===== src/rtl/uart_pkg.sv =====
// ----------------------------------------------------------------------------
// uart_pkg : UART state encodings and 16x tick constants, shared by RX and TX.
// Revision : 1.0
// ----------------------------------------------------------------------------
`default_nettype none

package uart_pkg;

  typedef enum logic [1:0] {
    IDLE  = 2'd0,
    START = 2'd1,
    DATA  = 2'd2,
    STOP  = 2'd3
  } uart_state_t;

  localparam logic [3:0] TICK_MID  = 4'd7;
  localparam logic [3:0] TICK_FULL = 4'd15;

endpackage

`default_nettype wire


===== src/rtl/sync_2ff.sv =====
// ----------------------------------------------------------------------------
// sync_2ff : two-flop synchronizer for a single asynchronous input.
// Revision : 1.0
// ----------------------------------------------------------------------------
`default_nettype none

module sync_2ff #(
  parameter logic RESET_VAL = 1'b1
) (
  input  logic clk,
  input  logic reset,
  input  logic d,
  output logic q
);

  logic meta;

  always_ff @(posedge clk or negedge reset) begin
    if (!reset) begin
      meta <= RESET_VAL;
      q    <= RESET_VAL;
    end else begin
      meta <= d;
      q    <= meta;
    end
  end

endmodule

`default_nettype wire


===== src/rtl/uart_rx.sv =====
// ----------------------------------------------------------------------------
// uart_rx : 16x-oversampled UART receiver with ready/valid output and sticky
//           frame/overrun flags. Revision : 1.0
// ----------------------------------------------------------------------------
`default_nettype none

module uart_rx
  import uart_pkg::*;
#(
  parameter int DBIT    = 8,
  parameter int SB_TICK = 16
) (
  input  logic            clk,
  input  logic            reset,
  input  logic            s_tick,
  input  logic            rx,
  output logic [DBIT-1:0] rx_data,
  output logic            rx_valid,
  input  logic            rx_ready,
  output logic            frame_err,
  output logic            overrun,
  input  logic            err_clr
);

  // The stop bit can span up to 32 ticks, so the stop phase counts on the
  // concatenation {n_cnt, s_cnt}; n_cnt is otherwise idle during STOP.
  localparam logic [6:0] STOP_LAST = 7'(SB_TICK - 1);
  localparam logic [2:0] LAST_BIT  = 3'(DBIT - 1);

  logic            rx_s;
  uart_state_t     state;
  logic [3:0]      s_cnt;
  logic [2:0]      n_cnt;
  logic [DBIT-1:0] shreg;
  logic            stop_done;
  logic            frame_ok;
  logic            frame_bad;
  logic            take;

  sync_2ff #(.RESET_VAL(1'b1)) u_sync (
    .clk   (clk),
    .reset (reset),
    .d     (rx),
    .q     (rx_s)
  );

  assign stop_done = (state == STOP) && s_tick && ({n_cnt, s_cnt} == STOP_LAST);
  assign frame_ok  = stop_done && rx_s;
  assign frame_bad = stop_done && !rx_s;
  assign take      = rx_valid && rx_ready;

  always_ff @(posedge clk or negedge reset) begin
    if (!reset) begin
      state     <= IDLE;
      s_cnt     <= 4'd0;
      n_cnt     <= 3'd0;
      shreg     <= '0;
      rx_data   <= '0;
      rx_valid  <= 1'b0;
      frame_err <= 1'b0;
      overrun   <= 1'b0;
    end else begin
      case (state)
        IDLE: begin
          if (!rx_s) begin
            state <= START;
            s_cnt <= 4'd0;
          end
        end
        START: begin
          if (s_tick) begin
            if (s_cnt == TICK_MID) begin
              s_cnt <= 4'd0;
              n_cnt <= 3'd0;
              state <= rx_s ? IDLE : DATA;
            end else begin
              s_cnt <= s_cnt + 4'd1;
            end
          end
        end
        DATA: begin
          if (s_tick) begin
            if (s_cnt == TICK_FULL) begin
              s_cnt <= 4'd0;
              shreg <= {rx_s, shreg[DBIT-1:1]};
              if (n_cnt == LAST_BIT) begin
                n_cnt <= 3'd0;
                state <= STOP;
              end else begin
                n_cnt <= n_cnt + 3'd1;
              end
            end else begin
              s_cnt <= s_cnt + 4'd1;
            end
          end
        end
        STOP: begin
          if (s_tick) begin
            if (stop_done) begin
              s_cnt <= 4'd0;
              n_cnt <= 3'd0;
              state <= IDLE;
            end else begin
              {n_cnt, s_cnt} <= {n_cnt, s_cnt} + 7'd1;
            end
          end
        end
        default: state <= IDLE;
      endcase

      // A new byte may load in the same cycle the old one is consumed.
      if (frame_ok && (!rx_valid || rx_ready)) begin
        rx_data  <= shreg;
        rx_valid <= 1'b1;
      end else if (take) begin
        rx_valid <= 1'b0;
      end

      if (frame_ok && rx_valid && !rx_ready) begin
        overrun <= 1'b1;
      end else if (err_clr) begin
        overrun <= 1'b0;
      end

      if (frame_bad) begin
        frame_err <= 1'b1;
      end else if (err_clr) begin
        frame_err <= 1'b0;
      end
    end
  end

endmodule

`default_nettype wire


===== config.mk =====
export PLATFORM = sky130hd
export DESIGN_NAME = uart_rx
export DESIGN_NICKNAME = d
export VERILOG_FILES = /design/src/rtl/uart_pkg.sv /design/src/rtl/sync_2ff.sv /design/src/rtl/uart_rx.sv
export SDC_FILE = /design/constraint.sdc
export NUM_CORES = 1
export LEC_CHECK = 0
export ABC_AREA = 1
export ABC_CLOCK_PERIOD_IN_PS = 1500
export CAP_MARGIN = 10
export CORE_MARGIN = 5
export CORE_UTILIZATION = 49
export DETAILED_ROUTE_END_ITERATION = 16
export GPL_TIMING_DRIVEN = 0
export PLACE_DENSITY = 0.79
export RECOVER_POWER = 100
export SYNTH_ARGS = -nofsm -noshare
export SYNTH_HDL_FRONTEND = slang
export SYNTH_HIERARCHICAL = 1
export SYNTH_SLANG_ARGS = --single-unit

===== constraint.sdc =====
create_clock -name clk -period 1.5 [get_ports clk]
set_clock_uncertainty 0.15 [all_clocks]
set_input_delay 0.3 -clock clk [delete_from_list [all_inputs] [get_ports clk]]
set_output_delay 0.3 -clock clk [all_outputs]
set_load 0.01 [all_outputs]

==> reports/metrics.csv, run 1 <==
stage,metric,value,unit
route,Routed WL,4660,µm
floorplanning,# IOs,17,
sta,f_max,588,MHz
sta,Final Worst Setup Slack,-0.201,ns
sta,setup TNS,-2.88,ns
route,DRC,0,
yosys,mux contribution to synthesized area,0,
cts,CTS max path bufs,2,
yosys,Ys Warns,6,
global_routing,Total GRT Usage,0.186,
yosys,Synth area leaders,"dfrtp_1, nand2_1, inv_1",
cts,# clock sinks,30,
yosys,top cell type's share of synthesized area,0.475,
cts,Root Driver,clkbuf_4,
power_and_ir_drop,Tot Pwr,2.82,mW
place,routability cong.,0.831,
power_and_ir_drop,Pwr per Cell Area,1240,nW/µm²
sta,endpoints failing hold,0,
sta,minimum clock period,1.70,ns
critical_path,Critical Path End Type,register,
critical_path,CP max stage delay,0.46,ns
place,placed cells,226,
critical_path,CP top delay family,flip-flops,
yosys,"FF+latch count, synth",30,
sta,Final Max Slew Viols,0,
min_path,Hold/Removal Path Class,in -> async,
global_routing,met2 usage,0.319,
cts,TritonCTS clock tree,built,
sta,slew at the pin closest to its max-slew limit,0.501,ns
global_routing,GR peak layer,met2,
yosys,Simple-Gate Fraction of Synth Area,0.263,
route,routed wire length per instance,17.6,µm
power_and_ir_drop,worst vdd ir,0.000805,V
layout,layout overhead on the synthesized area,54.6,%
status,failing checks,negative setup slack,
critical_path,Critical path buffers and inverters,2,
layout,Ant. Diodes,0,
yosys,Synth Area in Adders,0.0339,
floorplanning,core area,2980,µm²
status,run status,"complete, but fails checks",
layout,fraction of layout instances using a drive strength above 1,0.437,
critical_path,crit path DAT,1.79,ns
global_routing,met1 GRT Util,0.214,
global_routing,grt ovf,0,
layout,post-route cell area,2280,µm²
cts,TritonCTS Buffers,5,
layout,# nets final,241,
flow_run,max-cap viol count,0,
yosys,Cell variety after synth,21,
critical_path,Worst Setup Start Kind,register,
place,dpl hpwl,2290,µm
cts,H-Tree Depth,2,
yosys,Post-Synth XOR/XNOR Area,0,
critical_path,"Max FO, Critical Path",3,
yosys,post-synthesis compound-gate area fraction,0.114,
route,DR vias,1475,
layout,non-filler instance count after layout,264,
place,IO buf count,16,
route,vias per inst,5.59,
route,Iter 0 DRT Violations,95,
floorplanning,die area,4210,µm²
critical_path,crit-path cells,buf_6 -> ha_4 -> ha_4 -> inv_2 -> nand2_2 -> nand2_2 -> o21ai_0 -> and2_4,
route,drt first pass iters,4,
global_routing,met3 usage,0.0451,
layout,most frequent cells in the layout,"nand2_1, dfrtp_1, inv_1, buf_4, o21ai_2",
floorplanning,row count,20,
yosys,main combinational cell family by area after synthesis,simple AND/OR/NAND/NOR gates,
global_routing,first-pass GRT wire length,5970,µm
sta,Setup Viol. Count Final,26,
yosys,share of the yosys chip area belonging to registers,0.511,
critical_path,CP Data Required Time,1.58,ns
cts,"Clk Latency, worst-skew pair",0.34,ns
global_routing,vias in the first global route,1337,
route,ANT nets after route,0,
critical_path,Crit Path Category,reg -> reg,
cts,Clock transition at path regs,0.10,ns
layout,final-layout fill cell count,166,
critical_path,CP max stage cell,dfrtp_2,
sta,RSZ-0062 raised after global routing,true,
layout,"most common cell after layout, fill and taps aside",nand2_1,
yosys,Mapped Cells,176,
yosys,Yosys top cell by area,dfrtp_1,
floorplanning,Die Width,64.9,µm
yosys,Mapped Avg Cell Area,8.38,µm²
sta,relative slew slack,0.666,
yosys,Syn Nets,186,
place,Area after DPL,1710,µm²
cts,post-cts hold buffer count,0,
power_and_ir_drop,Lkg Pwr,1.07,nW
floorplanning,die height,64.9,µm
global_routing,initial antenna violation count,0,
global_routing,largest net degree at the start of global routing,22,
layout,"Core Util, Final",0.766,
floorplanning,starting density of the core,0.495,
sta,Final Cycle Share,1.13,
yosys,mapped cell area,1480,µm²
-- cell usage after synthesis (all sizes together) --
library cell / instances
o21ai: 23
nand4: 3
dfrtp: 28
nand2: 59
inv: 25
o21bai: 1
a21oi: 1
o22ai: 1
dfstp: 2
nor2: 15
ha: 4
nand3: 10
and2: 1
buf: 2
a21boi: 1
-- final timing paths --
kind / from / end / slack (ns) / depth (start not counted)
setup reg to reg: n_cnt[0] / state[0] / -0.20 / 8
hold / removal: reset / overrun / 0.18 / 1
setup / recovery: n_cnt[0] / state[0] / -0.20 / 8
hold reg to reg: u_sync/meta / u_sync/q / 0.22 / 0
max in group asynchronous: reset / state[0] / 0.14 / 2
min in group clk: u_sync/meta / u_sync/q / 0.22 / 0
-- where the power goes --
group | internal, mW | switching, mW
registers | 0.897 | 0.139
clock network | 0.388 | 0.282
logic | 0.477 | 0.638
total | 1.76 | 1.06
-- flip-flops by register name, summed over array words and instances (netlist names), named ones only --
signal / cells
overrun: 1
n_cnt: 3
frame_err: 1
s_cnt: 4
rx_data: 8
rx_valid: 1
u_sync/q: 1
shreg: 8
u_sync/meta: 1
state: 1
-- per-stage QoR --
stage / hold WS [ns] / setup WS, ns
6_report: 0.184 / -0.201
2_1_floorplan: -0.146 / -0.0680
4_1_cts: 0.146 / -0.154
3_3_place_gp: 0.206 / -0.497
3_5_place_dp: 0.206 / -0.458
5_1_grt: 0.199 / -0.271
-- kinds of logic (layout without fill, tap and decap cells) --
group           after synthesis  after routing
simple gates                 88             88
flops                        30             30
compound gates               27             27
buf+inv                      27             82
fa+ha+maj                     4              4
-- per-layer routing --
metal  vias to the layer above  routed length [µm]
met5                         -                   0
met4                         0                 131
met3                        15                 285
met2                        64                2420
met1                       731                1820
li1                        665                   -
-- layout make-up --
| class | count | area, µm² | area share |
|---|---|---|---|
| clock inverters | 1 | 30.0 | 0.0132 |
| repair buffers | 48 | 445 | 0.195 |
| well taps | 33 | 41.3 | 0.0181 |
| plain buffers | 2 | 26.3 | 0.0115 |
| flip-flops and latches | 30 | 758 | 0.332 |
| inverters | 25 | 96.3 | 0.0422 |
| clock buffers | 6 | 51.3 | 0.0225 |
| multi-input cells | 119 | 832 | 0.365 |
-- repair_timing --
item                                    CTS  global route
setup buffers                            13            17
endpoints found under the setup margin   37            37
endpoints found under the hold margin     0             0
cloned                                    1             1
pin swaps                                 8            16
gates resized for setup                  54            44
Note: power is estimated with default switching activity, not from simulation.
==> inputs of run 2 (changes only) <==
- CORE_UTILIZATION: 49 -> 35
- DONT_BUFFER_PORTS: not set -> 1
- PLACE_DENSITY: 0.79 -> 0.56
==> run 2 against run 1 <==
  * The flow still finishes with violations (negative setup slack)
  * Core utilization is 27 points lower
  * Count of clock-buffer cells in the layout is 1 lower
  * Critical path depth is 2 higher
  * Combinational power is 26% lower
  * Setup slack better by 0.044 ns
  * Non-clock buffer count is 26 lower
  * Sequential power hardly changed
  * Die area is 33% higher
  * Flip-flop and latch count stayed put
  * Sequential share of layout area is 4.6 points higher
  * Total power is 13% lower
  * Critical path type unchanged
==> reports/metrics.csv, run 2 (synthesis gave the netlist of run 1 again) <==
stage,metric,value,unit
sta,Final Worst Setup Slack,-0.157,ns
route,DR vias,1242,
route,Iter 0 DRT Violations,65,
layout,"most common cell after layout, fill and taps aside",nand2_1,
sta,Final Cycle Share,1.10,
critical_path,"Max FO, Critical Path",6,
cts,CTS max path bufs,2,
floorplanning,starting density of the core,0.364,
route,drt first pass iters,4,
cts,"Clk Latency, worst-skew pair",0.29,ns
power_and_ir_drop,clock network power share,0.250,
power_and_ir_drop,Lkg Pwr,0.932,nW
critical_path,Worst Setup Start Kind,register,
layout,largest registers,"rx_data (8), shreg (8), s_cnt (4)",
sta,relative slew slack,0.509,
flow_run,max-cap viol count,0,
critical_path,crit path DAT,1.69,ns
route,met2 wire length,1660,µm
sta,Final Max Slew Viols,0,
global_routing,grt ovf,0,
critical_path,CP max stage cell,dfrtp_2,
layout,non-filler instance count after layout,255,
cts,TritonCTS Buffers,5,
route,Met1 Wirelength,1390,µm
cts,TritonCTS clock tree,built,
power_and_ir_drop,Comb pwr share,0.333,
layout,# nets final,215,
critical_path,Crit Path Category,reg -> reg,
place,IO buf count,0,
status,failing checks,negative setup slack,
min_path,Hold/Removal Path Class,in -> reg,
global_routing,vias in the first global route,1216,
floorplanning,core area,4060,µm²
floorplanning,die area,5610,µm²
cts,Root Driver,clkbuf_8,
route,met3 wire length,189,µm
route,Routed WL,3300,µm
sta,RSZ-0062 raised after global routing,true,
sta,minimum clock period,1.66,ns
cts,# clock sinks,30,
layout,post-route cell area,2000,µm²
route,vias per inst,4.87,
critical_path,crit-path cells,inv_2 -> ha_4 -> nand2_2 -> nor2_4 -> nand2_4 -> nor2_4 -> nand2_4 -> buf_12 -> nand2_2 -> o21ai_2,
sta,slew at the pin closest to its max-slew limit,0.737,ns
sta,setup TNS,-2.75,ns
power_and_ir_drop,sequential power share,0.417,
floorplanning,die height,74.9,µm
sta,endpoints failing hold,0,
global_routing,largest net degree at the start of global routing,31,
route,DRC,0,
layout,most frequent cells in the layout,"nand2_1, dfrtp_1, inv_1, buf_4",
critical_path,Critical Path End Type,register,
place,placed cells,226,
power_and_ir_drop,P_sw,0.909,mW
power_and_ir_drop,internal power,1.54,mW
power_and_ir_drop,worst vdd ir,0.000649,V
critical_path,CP Data Required Time,1.53,ns
place,dpl hpwl,2050,µm
global_routing,Total GRT Usage,0.128,
floorplanning,row count,23,
route,top layer used by detailed routing,met4,
power_and_ir_drop,switching share of power,0.370,
floorplanning,Die Width,74.9,µm
floorplanning,# IOs,17,
sta,Setup Viol. Count Final,26,
cts,H-Tree Depth,2,
status,run status,"complete, but fails checks",
layout,Ant. Diodes,0,
global_routing,first-pass GRT wire length,5310,µm
critical_path,CP max stage delay,0.44,ns
layout,layout overhead on the synthesized area,35.5,%
place,Area after DPL,1560,µm²
cts,Clock transition at path regs,0.06,ns
layout,"Core Util, Final",0.492,
layout,fraction of layout instances using a drive strength above 1,0.361,
global_routing,initial antenna violation count,0,
route,ANT nets after route,0,
sta,f_max,604,MHz
route,routed wire length per instance,12.9,µm
power_and_ir_drop,Pwr per Cell Area,1230,nW/µm²
place,routability cong.,0.839,
## run 2: cell type report
class,instances,area [µm²]
Inverter,25,93.8
Multi-Input combinational cell,119,758
Timing Repair Buffer,22,216
Buffer,2,31.3
Tap cell,50,62.6
Sequential cell,30,757
Clock buffer,5,68.8
Clock inverter,2,10.0
Fill cell,369,2060
## run 2: worst max-delay path, delay by kind of cell (launching register included)
kind | cells | cell delay, ns
and+or+nand+nor | 6 | 0.54
DFF | 1 | 0.44
buffers and inverters | 2 | 0.25
adders and majority gates | 1 | 0.13
AOI/OAI and AO/OA | 1 | 0.05
## run 2: what timing repair did
item,in CTS,in global routing
hold buffers,4,0
hold endpoints to repair,33,0
pin swaps,4,3
setup buffers,12,4
gates resized for setup,26,27
setup endpoints to repair,26,26
cloned,0,2
## run 2: metrics by stage
stage	hold slack [ns]	power, mW	worst slack (ns)
floorplan	-0.146	1.38	-0.0680
global placement	-0.145	1.48	-0.220
detailed placement	-0.145	1.50	-0.242
CTS	0.0509	2.30	-0.139
global route	0.0907	2.63	-0.270
finish	0.0600	2.45	-0.157
## run 2: final timing paths
kind	from	to	cells after the start	slack [ns]
min in group asynchronous	reset	rx_data[3]	2	0.46
max in group asynchronous	reset	n_cnt[0]	2	0.22
max reg2reg	n_cnt[0]	rx_data[1]	10	-0.16
max	n_cnt[0]	rx_data[1]	10	-0.16
min	rx_ready	overrun	3	0.06
min reg2reg	u_sync/meta	u_sync/q	0	0.21
## run 2: power groups by stage
stage | Combinational (mW) | Sequential [mW] | Clock [mW]
finish | 0.817 | 1.02 | 0.615
global route | 0.919 | 1.04 | 0.666
CTS | 0.657 | 1.00 | 0.635
detailed placement | 0.481 | 1.02 | 0
global placement | 0.461 | 1.02 | 0
floorplan | 0.388 | 0.995 | 0
## run 2: layer usage
metal / global-route usage / vias up
met1: 0.152 / 601
met4: 0.0810 / 0
met5: 0 / -
met2: 0.200 / 24
met3: 0.0387 / 6
li1: - / 611
==> inputs of run 3 (changes only) <==
- SETUP_SLACK_MARGIN: not set -> 0.2
==> run 3 against run 2 <==
  * The flow still finishes with violations (negative setup slack)
  * Global-route usage is 0.67 points higher
  * Final cell count up 2.0%
  * Combinational power grew 16%
  * First-iteration DRC count rose by 34%
  * Worst hold slack better by 0.0019 ns
  * Die area unchanged
  * Total power grew 9.3%
  * Register-to-register slack better by 0.03 ns
  * Clock power rose by 11%
  * Via count rose by 2.0%
  * Design area grew 4.7%
  * Critical path type unchanged
  * Highest routed layer unchanged
==> reports/metrics.csv, run 3 (synthesis gave the netlist of run 1 again) <==
stage,metric,value,unit
power_and_ir_drop,sequential power share,0.395,
critical_path,Critical Path End Type,register,
cts,Root Driver,clkbuf_8,
power_and_ir_drop,internal power,1.69,mW
floorplanning,# IOs,17,
route,DRC,0,
layout,layout overhead on the synthesized area,41.8,%
route,DR vias,1267,
floorplanning,row count,23,
power_and_ir_drop,Tot Pwr,2.68,mW
place,dpl hpwl,2110,µm
layout,non-filler instance count after layout,260,
critical_path,"Max FO, Critical Path",4,
global_routing,grt ovf,0,
cts,TritonCTS clock tree,built,
layout,most frequent cells in the layout,"nand2_1, dfrtp_1, inv_1, nand2_2, buf_4",
flow_run,max-cap viol count,0,
status,failing checks,negative setup slack,
cts,CTS max path bufs,2,
place,IO buf count,0,
critical_path,reg2reg setup slack,-0.12,ns
layout,"Core Util, Final",0.516,
place,routability cong.,0.860,
sta,setup TNS,-1.45,ns
route,routed wire length per instance,13.5,µm
min_path,hold_sp,rx_ready,
layout,fraction of layout instances using a drive strength above 1,0.424,
sta,minimum clock period,1.62,ns
status,run status,"complete, but fails checks",
cts,Clock transition at path regs,0.06,ns
sta,RSZ-0062 raised after global routing,true,
layout,largest registers,"rx_data (8), shreg (8), s_cnt (4)",
min_path,Hold/Removal Path Class,in -> reg,
power_and_ir_drop,Comb pwr share,0.352,
critical_path,CP Data Required Time,1.53,ns
layout,"most common cell after layout, fill and taps aside",nand2_1,
layout,Seq. cell area,759,µm²
place,placed cells,226,
sta,Final Max Slew Viols,0,
route,ANT nets after route,0,
power_and_ir_drop,clock network power share,0.253,
route,drt first pass iters,4,
sta,slew at the pin closest to its max-slew limit,0.736,ns
power_and_ir_drop,worst vdd ir,0.000391,V
cts,TritonCTS Buffers,5,
sta,endpoints failing hold,0,
critical_path,worst r2r src,n_cnt[0],
route,vias per inst,4.87,
global_routing,first-pass GRT wire length,5520,µm
power_and_ir_drop,Pwr per Cell Area,1280,nW/µm²
floorplanning,core area,4060,µm²
cts,H-Tree Depth,2,
global_routing,initial antenna violation count,0,
power_and_ir_drop,Lkg Pwr,0.939,nW
cts,# clock sinks,30,
route,Routed WL,3500,µm
cts,"Clk Latency, worst-skew pair",0.29,ns
power_and_ir_drop,P_sw,0.995,mW
sta,relative slew slack,0.510,
critical_path,crit path DAT,1.65,ns
critical_path,Worst Setup Start Kind,register,
floorplanning,Die Width,74.9,µm
route,Iter 0 DRT Violations,87,
layout,final-layout fill cell count,347,
sta,f_max,616,MHz
global_routing,vias in the first global route,1191,
floorplanning,die area,5610,µm²
critical_path,number of cells on the worst reg-to-reg path,10,
layout,# nets final,219,
critical_path,Crit Path Category,reg -> reg,
min_path,Hold EP,overrun,
power_and_ir_drop,switching share of power,0.371,
sta,Final Cycle Share,1.08,
floorplanning,die height,74.9,µm
layout,multi-input logic area,808,µm²
global_routing,Total GRT Usage,0.134,
global_routing,largest net degree at the start of global routing,31,
sta,Final Worst Setup Slack,-0.124,ns
sta,Setup Viol. Count Final,19,
floorplanning,starting density of the core,0.364,
min_path,Worst Hold Depth,3,
layout,Ant. Diodes,0,
critical_path,Worst R2R End,rx_data[6],
[run 3: changes by cell type in the layout (fill, tap and decap cells not counted), sizes merged]
cell / change
buf: +5
clkbuf: +1
clkinv: -1
[run 3: metrics by stage]
step / hold WS [ns] / area [µm²] / setup slack [ns]
after detailed placement: -0.145 / 1590 / -0.217
final: 0.0619 / 2090 / -0.124
after global placement: -0.145 / 1590 / -0.205
after floorplan: -0.146 / 1520 / -0.0497
after CTS: 0.0580 / 1960 / -0.110
after global routing: 0.0799 / 2090 / -0.190
[run 3: worst max-delay path, cell delays in order (launching register included)]
cell and delay, ns:
dfrtp_2 0.45, inv_2 0.09, ha_4 0.12, nand2_2 0.04, nor2_2 0.08, nand2_2 0.10, nor2_4 0.13, nand2_4 0.10
buf_6 0.15, nand2_2 0.06, o21ai_2 0.05
[run 3: area by class of cell]
cell class                 count  area share
sequential                    30       0.363
multi-input combinational    119       0.386
clock inverter                 1     0.00239
timing repair buffer          26       0.120
clock buffer                   7      0.0413
inverter                      25      0.0449
tap                           50      0.0299
buffer                         2      0.0126
[run 3: what timing repair did]
action / CTS / global route
endpoints found under the setup margin: 28 / 28
hold buffers: 4 / 0
gates resized for setup: 36 / 29
buffers inserted: 15 / 5
pin swaps: 7 / 8
endpoints found under the hold margin: 33 / 0
gates cloned: 2 / 0
[run 3: how the worst max path moves through the flow]
stage	end	start	cells after the start
after floorplan	rx_data[4]	s_cnt[0]	9
after CTS	rx_data[6]	n_cnt[0]	10
after global routing	rx_data[5]	n_cnt[0]	10
after global placement	rx_data[4]	s_cnt[0]	9
after detailed placement	rx_data[4]	s_cnt[0]	9
final	rx_data[6]	n_cnt[0]	10
[run 3: metal layers]
| metal | vias up | track usage | wire length [µm] | part of all wire |
|---|---|---|---|---|
| met5 | - | 0 | 0 | 0 |
| met4 | 0 | 0.0692 | 79 | 0.023 |
| met3 | 7 | 0.0454 | 178 | 0.051 |
| met2 | 26 | 0.209 | 1740 | 0.50 |
| met1 | 604 | 0.166 | 1500 | 0.43 |
| li1 | 630 | - | - | - |
[run 3: power groups by stage]
stage                     combinational [mW]  sequential (mW)  clock [mW]
after floorplan                        0.405            0.997           0
after global routing                    1.04             1.07       0.714
after global placement                 0.482             1.02           0
after CTS                              0.758             1.00       0.688
after detailed placement               0.489             1.03           0
final                                  0.944             1.06       0.680
